### config.mk
export PLATFORM = sky130hd
export DESIGN_NAME = pc_sequencer
export DESIGN_NICKNAME = d
export VERILOG_FILES = /design/src/rtl/pc_sequencer.sv
export SDC_FILE = /design/constraint.sdc
export NUM_CORES = 1
export LEC_CHECK = 0
export CORE_MARGIN = 2
export CORE_UTILIZATION = 45
export DETAILED_ROUTE_END_ITERATION = 10
export PLACE_DENSITY = 0.82
export SLEW_MARGIN = 20
export SYNTH_ARGS = -nofsm -noshare
export SYNTH_HDL_FRONTEND = slang
export SYNTH_SLANG_ARGS = --single-unit
### constraint.sdc
create_clock -name clk -period 3.8 [get_ports clk]
set_input_delay 0.76 -clock clk [delete_from_list [all_inputs] [get_ports clk]]
set_output_delay 0.76 -clock clk [all_outputs]
set_load 0.05 [all_outputs]
### src/rtl/pc_sequencer.sv
`default_nettype none
// +----------------------------------------------------------------------------+
// | Module   : pc_sequencer                                                    |
// | Purpose  : Fetch-stage controller for a 5-stage RISC-V pipeline. Chooses   |
// |            the next PC from the boot vector, the trap vector, a branch     |
// |            redirect or PC+4. It weighs that choice against load-use        |
// |            hazards and a multi-cycle instruction-memory handshake. It also |
// |            drives the IF/ID and ID/EX stall/flush controls and runs a      |
// |            fetch-timeout watchdog.                                         |
// | Ports    : clk, rst (sync, active-low)                                     |
// |            pc in / next_pc, pc_write out         - PC register control    |
// |            imem_req out / imem_ready in          - fetch handshake         |
// |            id_ex_mem_read, id_ex_rd, if_id_rs1/2 - load-use detection      |
// |            branch_taken, branch_target           - EX redirect             |
// |            trap_req, trap_pc                     - trap entry              |
// |            if_id_write, if_id_flush, id_ex_flush - pipeline control        |
// |            fetch_fault, epc                      - watchdog / exception PC |
// | Revision : 1.0 - initial release                                           |
// +----------------------------------------------------------------------------+
module pc_sequencer #(
  parameter logic [31:0] RESET_VECTOR = 32'h0000_0000,
  parameter logic [31:0] TRAP_VECTOR  = 32'h0000_0100,
  parameter int unsigned IMEM_TIMEOUT = 16
) (
  input  logic        clk,
  input  logic        rst,
  input  logic [31:0] pc,
  output logic [31:0] next_pc,
  output logic        pc_write,
  output logic        imem_req,
  input  logic        imem_ready,
  input  logic        id_ex_mem_read,
  input  logic [4:0]  id_ex_rd,
  input  logic [4:0]  if_id_rs1,
  input  logic [4:0]  if_id_rs2,
  input  logic        branch_taken,
  input  logic [31:0] branch_target,
  input  logic        trap_req,
  input  logic [31:0] trap_pc,
  output logic        if_id_write,
  output logic        if_id_flush,
  output logic        id_ex_flush,
  output logic        fetch_fault,
  output logic [31:0] epc
);

  // A zero timeout would give a zero-width counter; keep at least one bit.
  localparam int unsigned      c_CNT_W   = (IMEM_TIMEOUT > 0) ? $clog2(IMEM_TIMEOUT + 1) : 1;
  localparam bit               c_WD_EN   = (IMEM_TIMEOUT != 0);
  localparam logic [c_CNT_W-1:0] c_WD_LAST = c_CNT_W'(IMEM_TIMEOUT - 1);

  typedef enum logic [1:0] {
    ST_BOOT  = 2'd0,
    ST_FETCH = 2'd1,
    ST_WAIT  = 2'd2,
    ST_TRAP  = 2'd3
  } state_t;

  state_t             state_q, state_d;
  logic               pend_q, pend_d;
  logic [31:0]        pend_tgt_q, pend_tgt_d;
  logic [c_CNT_W-1:0] wait_cnt_q, wait_cnt_d;
  logic [31:0]        epc_q, epc_d;

  logic w_hazard;
  logic w_wd_expire;

  assign w_hazard = id_ex_mem_read && (id_ex_rd != 5'd0) &&
                    ((id_ex_rd == if_id_rs1) || (id_ex_rd == if_id_rs2));

  assign epc = epc_q;

  always_comb begin
    state_d     = state_q;
    pend_d      = pend_q;
    pend_tgt_d  = pend_tgt_q;
    wait_cnt_d  = wait_cnt_q;
    epc_d       = epc_q;
    w_wd_expire = 1'b0;

    pc_write    = 1'b0;
    next_pc     = pc + 32'd4;
    imem_req    = 1'b0;
    if_id_write = 1'b1;
    if_id_flush = 1'b0;
    id_ex_flush = 1'b0;
    fetch_fault = 1'b0;

    case (state_q)
      ST_BOOT: begin
        pc_write    = 1'b1;
        next_pc     = RESET_VECTOR;
        if_id_flush = 1'b1;
        id_ex_flush = 1'b1;
        wait_cnt_d  = '0;
        state_d     = ST_FETCH;
      end

      // The request is dropped for one cycle so any outstanding fetch is
      // abandoned before the handler fetch starts.
      ST_TRAP: begin
        if_id_flush = 1'b1;
        id_ex_flush = 1'b1;
        wait_cnt_d  = '0;
        state_d     = ST_FETCH;
      end

      default: begin  // ST_FETCH and ST_WAIT behave identically
        imem_req    = 1'b1;
        wait_cnt_d  = imem_ready ? '0 : wait_cnt_q + c_CNT_W'(1);
        w_wd_expire = c_WD_EN && !imem_ready && (wait_cnt_q == c_WD_LAST);

        if (trap_req || w_wd_expire) begin
          pc_write    = 1'b1;
          next_pc     = TRAP_VECTOR;
          if_id_flush = 1'b1;
          id_ex_flush = 1'b1;
          fetch_fault = !trap_req;
          epc_d       = trap_req ? trap_pc : pc;
          pend_d      = 1'b0;
          wait_cnt_d  = '0;
          state_d     = ST_TRAP;
        end else if (branch_taken && imem_ready) begin
          pc_write    = 1'b1;
          next_pc     = branch_target;
          if_id_flush = 1'b1;
          id_ex_flush = 1'b1;
          state_d     = ST_FETCH;
        end else if (branch_taken) begin
          // Memory is still busy with pc; remember where to go once it answers.
          pend_d      = 1'b1;
          pend_tgt_d  = branch_target;
          if_id_flush = 1'b1;
          id_ex_flush = 1'b1;
          state_d     = ST_WAIT;
        end else if (imem_ready && pend_q) begin
          // The word just returned belongs to the squashed path.
          pc_write    = 1'b1;
          next_pc     = pend_tgt_q;
          if_id_flush = 1'b1;
          pend_d      = 1'b0;
          state_d     = ST_FETCH;
        end else if (w_hazard) begin
          if_id_write = 1'b0;
          id_ex_flush = 1'b1;
          state_d     = imem_ready ? ST_FETCH : ST_WAIT;
        end else if (!imem_ready) begin
          if_id_flush = 1'b1;
          state_d     = ST_WAIT;
        end else begin
          pc_write    = 1'b1;
          state_d     = ST_FETCH;
        end
      end
    endcase

    if (!rst) begin
      pc_write    = 1'b0;
      next_pc     = RESET_VECTOR;
      imem_req    = 1'b0;
      if_id_write = 1'b1;
      if_id_flush = 1'b1;
      id_ex_flush = 1'b1;
      fetch_fault = 1'b0;
    end
  end

  always_ff @(posedge clk) begin
    if (!rst) begin
      state_q    <= ST_BOOT;
      pend_q     <= 1'b0;
      pend_tgt_q <= '0;
      wait_cnt_q <= '0;
      epc_q      <= '0;
    end else begin
      state_q    <= state_d;
      pend_q     <= pend_d;
      pend_tgt_q <= pend_tgt_d;
      wait_cnt_q <= wait_cnt_d;
      epc_q      <= epc_d;
    end
  end

endmodule
`default_nettype wire
==> results.sh <==
export IMPL_post_dp_hpwl_mm=14.0
export IMPL_fin_setup_tns_ns=0
export IMPL_p_switching_mw=0.952
export IMPL_gr_total_overflow=0
export IMPL_pwr_share_comb_pct=39.8
export IMPL_seq_power_share_pct=30.8
export IMPL_criticalPathCategory="in -> out"
export IMPL_cts_buffers=9
export IMPL_clkSinkCount=72
export IMPL_grtUsageTotal_pct=30.0
export IMPL_critPathBufInv=3
export IMPL_p_clk_share_pct=29.5
export IMPL_antenna_left=0
export IMPL_layout_drive_gt1_share_pct=13.7
export IMPL_grt_pass1_wl_mm=27.9
export IMPL_status="finished clean"
export IMPL_regArea_um2=1440
export IMPL_relSlewSlack_pct=57.0
export IMPL_rsz0062_at_grt="yes"
export IMPL_syn_inst=660
export IMPL_ir_worst_vdd_mv=0.207
export IMPL_ys_flop_type="dfxtp_1"
export IMPL_syn_to_final_growth_pct=53.2
export IMPL_leakage_nw=3.23
export IMPL_min_period_ns=3.73
export IMPL_worstMarginPinSlew_ns=0.645
export IMPL_synth_edf_count=0
export IMPL_diodes=0
export IMPL_hold_viol=0
export IMPL_grt_pass1_vias=5493
export IMPL_max_cap_violations=0
export IMPL_via_per_inst=5.86
export IMPL_synth_commonest_cells="157 x nand2_1, 72 x dfxtp_1, 38 x nor2_1"
export IMPL_cts_htree_levels=3
export IMPL_synth_distinct_cells=60
export IMPL_clk_pin_slew_ns=0.08
export IMPL_synth_nets=782
export IMPL_portBuffers=186
export IMPL_maxSlewViolCount=0
export IMPL_fmax_mhz=268
export IMPL_synth_top_cell_area_share_pct=28.6
export IMPL_gp_congestion=0.853
export IMPL_critPathMaxStageDelay_ns=0.62
export IMPL_ios=187
export IMPL_timing_final_crit_share_pct=98.1
export IMPL_antenna_found_initial=0
export IMPL_rows=38
export IMPL_ys_seq_elements=72
export IMPL_cp_arrival_ns=2.97
export IMPL_cp_top_family="buffers and inverters"
export IMPL_dp_cells=972
export IMPL_nNetsFinal=966
export IMPL_power_density_nw_per_um2=348
export IMPL_syn_area_um2=5040
export IMPL_p_int_mw=1.73
export IMPL_cpMaxStageDelayCell="and3b_1"
export IMPL_synth_area_per_cell_um2=7.64
export IMPL_hp_class="reg -> reg"
export IMPL_vias=5797
export IMPL_yosysSeqAreaShare_pct=28.6
export IMPL_p_total_mw=2.69
export IMPL_die_area_um2=12100
export IMPL_wl_per_cell_um=18.7
export IMPL_multiInputGateArea_um2=3360
export IMPL_clock_skew_ns=0.00903
export IMPL_cts_tree="yes"
export IMPL_grt_max_degree=65
export IMPL_drc=0
export IMPL_yosysMostFrequentCell="nand2_1"
export IMPL_core_um2=10900
export IMPL_crit_required_ns=3.04
export IMPL_cts_buffer_depth=2
export IMPL_drt_iter0_markers=527
export IMPL_holdWs_ns=0.466
export IMPL_path_cells="clkdlybuf4s50_1, and3b_1, buf_4, nand2_1, a31oi_1, o21a_1, buf_12"
export IMPL_yosysTopAreaCell="dfxtp_1"
export IMPL_critPathMaxFanout=13
export IMPL_die_height_um=110
export IMPL_start_util_pct=46.3
export IMPL_setup_viol=0
export IMPL_swShare_pct=35.4
export IMPL_routed_wl_mm=18.5
export IMPL_fillCellCount=846
export IMPL_ys_warn_count=0
export IMPL_clock_latency_ns=0.36
export IMPL_synthArstFlopShare_pct=0
export IMPL_clockRootBuffer="clkbuf_8"
export IMPL_critPathCaptureType="output port"
export IMPL_drt_pass1_iterations=5
export IMPL_die_x_um=110
export IMPL_cp_start_kind="primary input"
export IMPL_netlist_top_cells_area="dfxtp_1 29%, nand2_1 12%, mux2i_1 6.4%, o211a_1 6.4%, a21boi_0 5.1%"
export IMPL_final_cells=989
-- state kept, by name, indices dropped and copies added, names as in the netlist --
name / count
wait_cnt_q: 5
state_q: 2
pend_q: 1
pend_tgt_q: 32
epc: 32
-- power by group through the flow --
stage | logic [mW] | registers [mW] | clock network, mW
floorplan | 0.443 | 0.960 | 0
global placement | 1.05 | 0.839 | 0
detailed placement | 1.06 | 0.843 | 0
CTS | 1.06 | 0.825 | 0.791
global route | 1.12 | 0.831 | 0.830
finish | 1.07 | 0.826 | 0.791
-- per-stage QoR --
stage	worst slack [ns]	cell area, µm²	util, %
2_1_floorplan	0.109	5050	-
3_3_place_gp	0.0761	7450	68.4
3_5_place_dp	0.0398	7450	68.4
4_1_cts	0.0224	7700	70.7
5_1_grt	-0.0197	7720	70.9
6_report	0.0705	7720	70.9
-- cell usage in the layout, fill, tap and decap left out, drive strengths merged, types with 2 or more instances in the layout --
master and n:
xnor2 16, nand3b 5, o21a 5, nand2b 2, xor2 18, a21oi 21
or3 2, nor2b 2, o21ai 30, clkinv 3, nand2 157, ha 5
a211oi 3, o31ai 2, o2bb2ai 6, a21boi 35, and2 6, nor2 39
a221o 8, dfxtp 72, o211a 32, a221oi 6, and3 10, nand4 13
mux2 4, clkbuf 11, bufinv 3, mux2i 32, o211ai 5, nor3 8
a21o 3, a32o 2, nor3b 2, a31oi 12, nand3 19, clkdlybuf4s50 146
nor4 4, and4 2, buf 78, inv 9
-- final timing paths --
path	endpoint	start	cells past startpoint	slack (ns)
max	next_pc[30]	branch_taken	7	0.07
max reg2reg	pend_tgt_q[12]	state_q[0]	8	1.35
min reg2reg	wait_cnt_q[0]	wait_cnt_q[0]	1	0.47
min	wait_cnt_q[0]	wait_cnt_q[0]	1	0.47
-- per-layer routing --
layer  GRT usage, %  share of wire, %  wire length [µm]  up-vias
li1               -                 -                 -     2725
met1           36.4                40              7460     2774
met2           52.1                49              9160      263
met3           5.81               8.0              1480       35
met4           11.2               2.3               422        0
met5              0                 0                 0        -
-- cells by family (layout without fill, tap and decap cells) --
group                    count (synthesis)  after routing  share of synthesized area (%)
AO/OA/AOI/OAI                          177            177                           26.4
buffers and inverters                   62            251                           5.34
multiplexers                            36             36                           7.25
flip-flops                              72             72                           28.6
AND/OR/NAND/NOR                        274            274                           25.3
XOR/XNOR                                34             34                           5.91
adder cells (fa/ha/maj)                  5              5                           1.24
-- area by class of cell --
cell class	instances	area share, %
sequential	72	18.7
multi-input combinational	526	43.5
timing repair buffer	224	31.8
clock buffer	11	1.96
tap	140	2.27
inverter	11	0.535
clock inverter	5	1.33
-- repair_timing --
action                     4_1_cts  5_1_grt
gates resized for setup          0        4
setup endpoints to repair        0       11
buffers inserted                 0        1
hold buffers                     0        0
No activity file was read; power rests on OpenSTA's default activity.
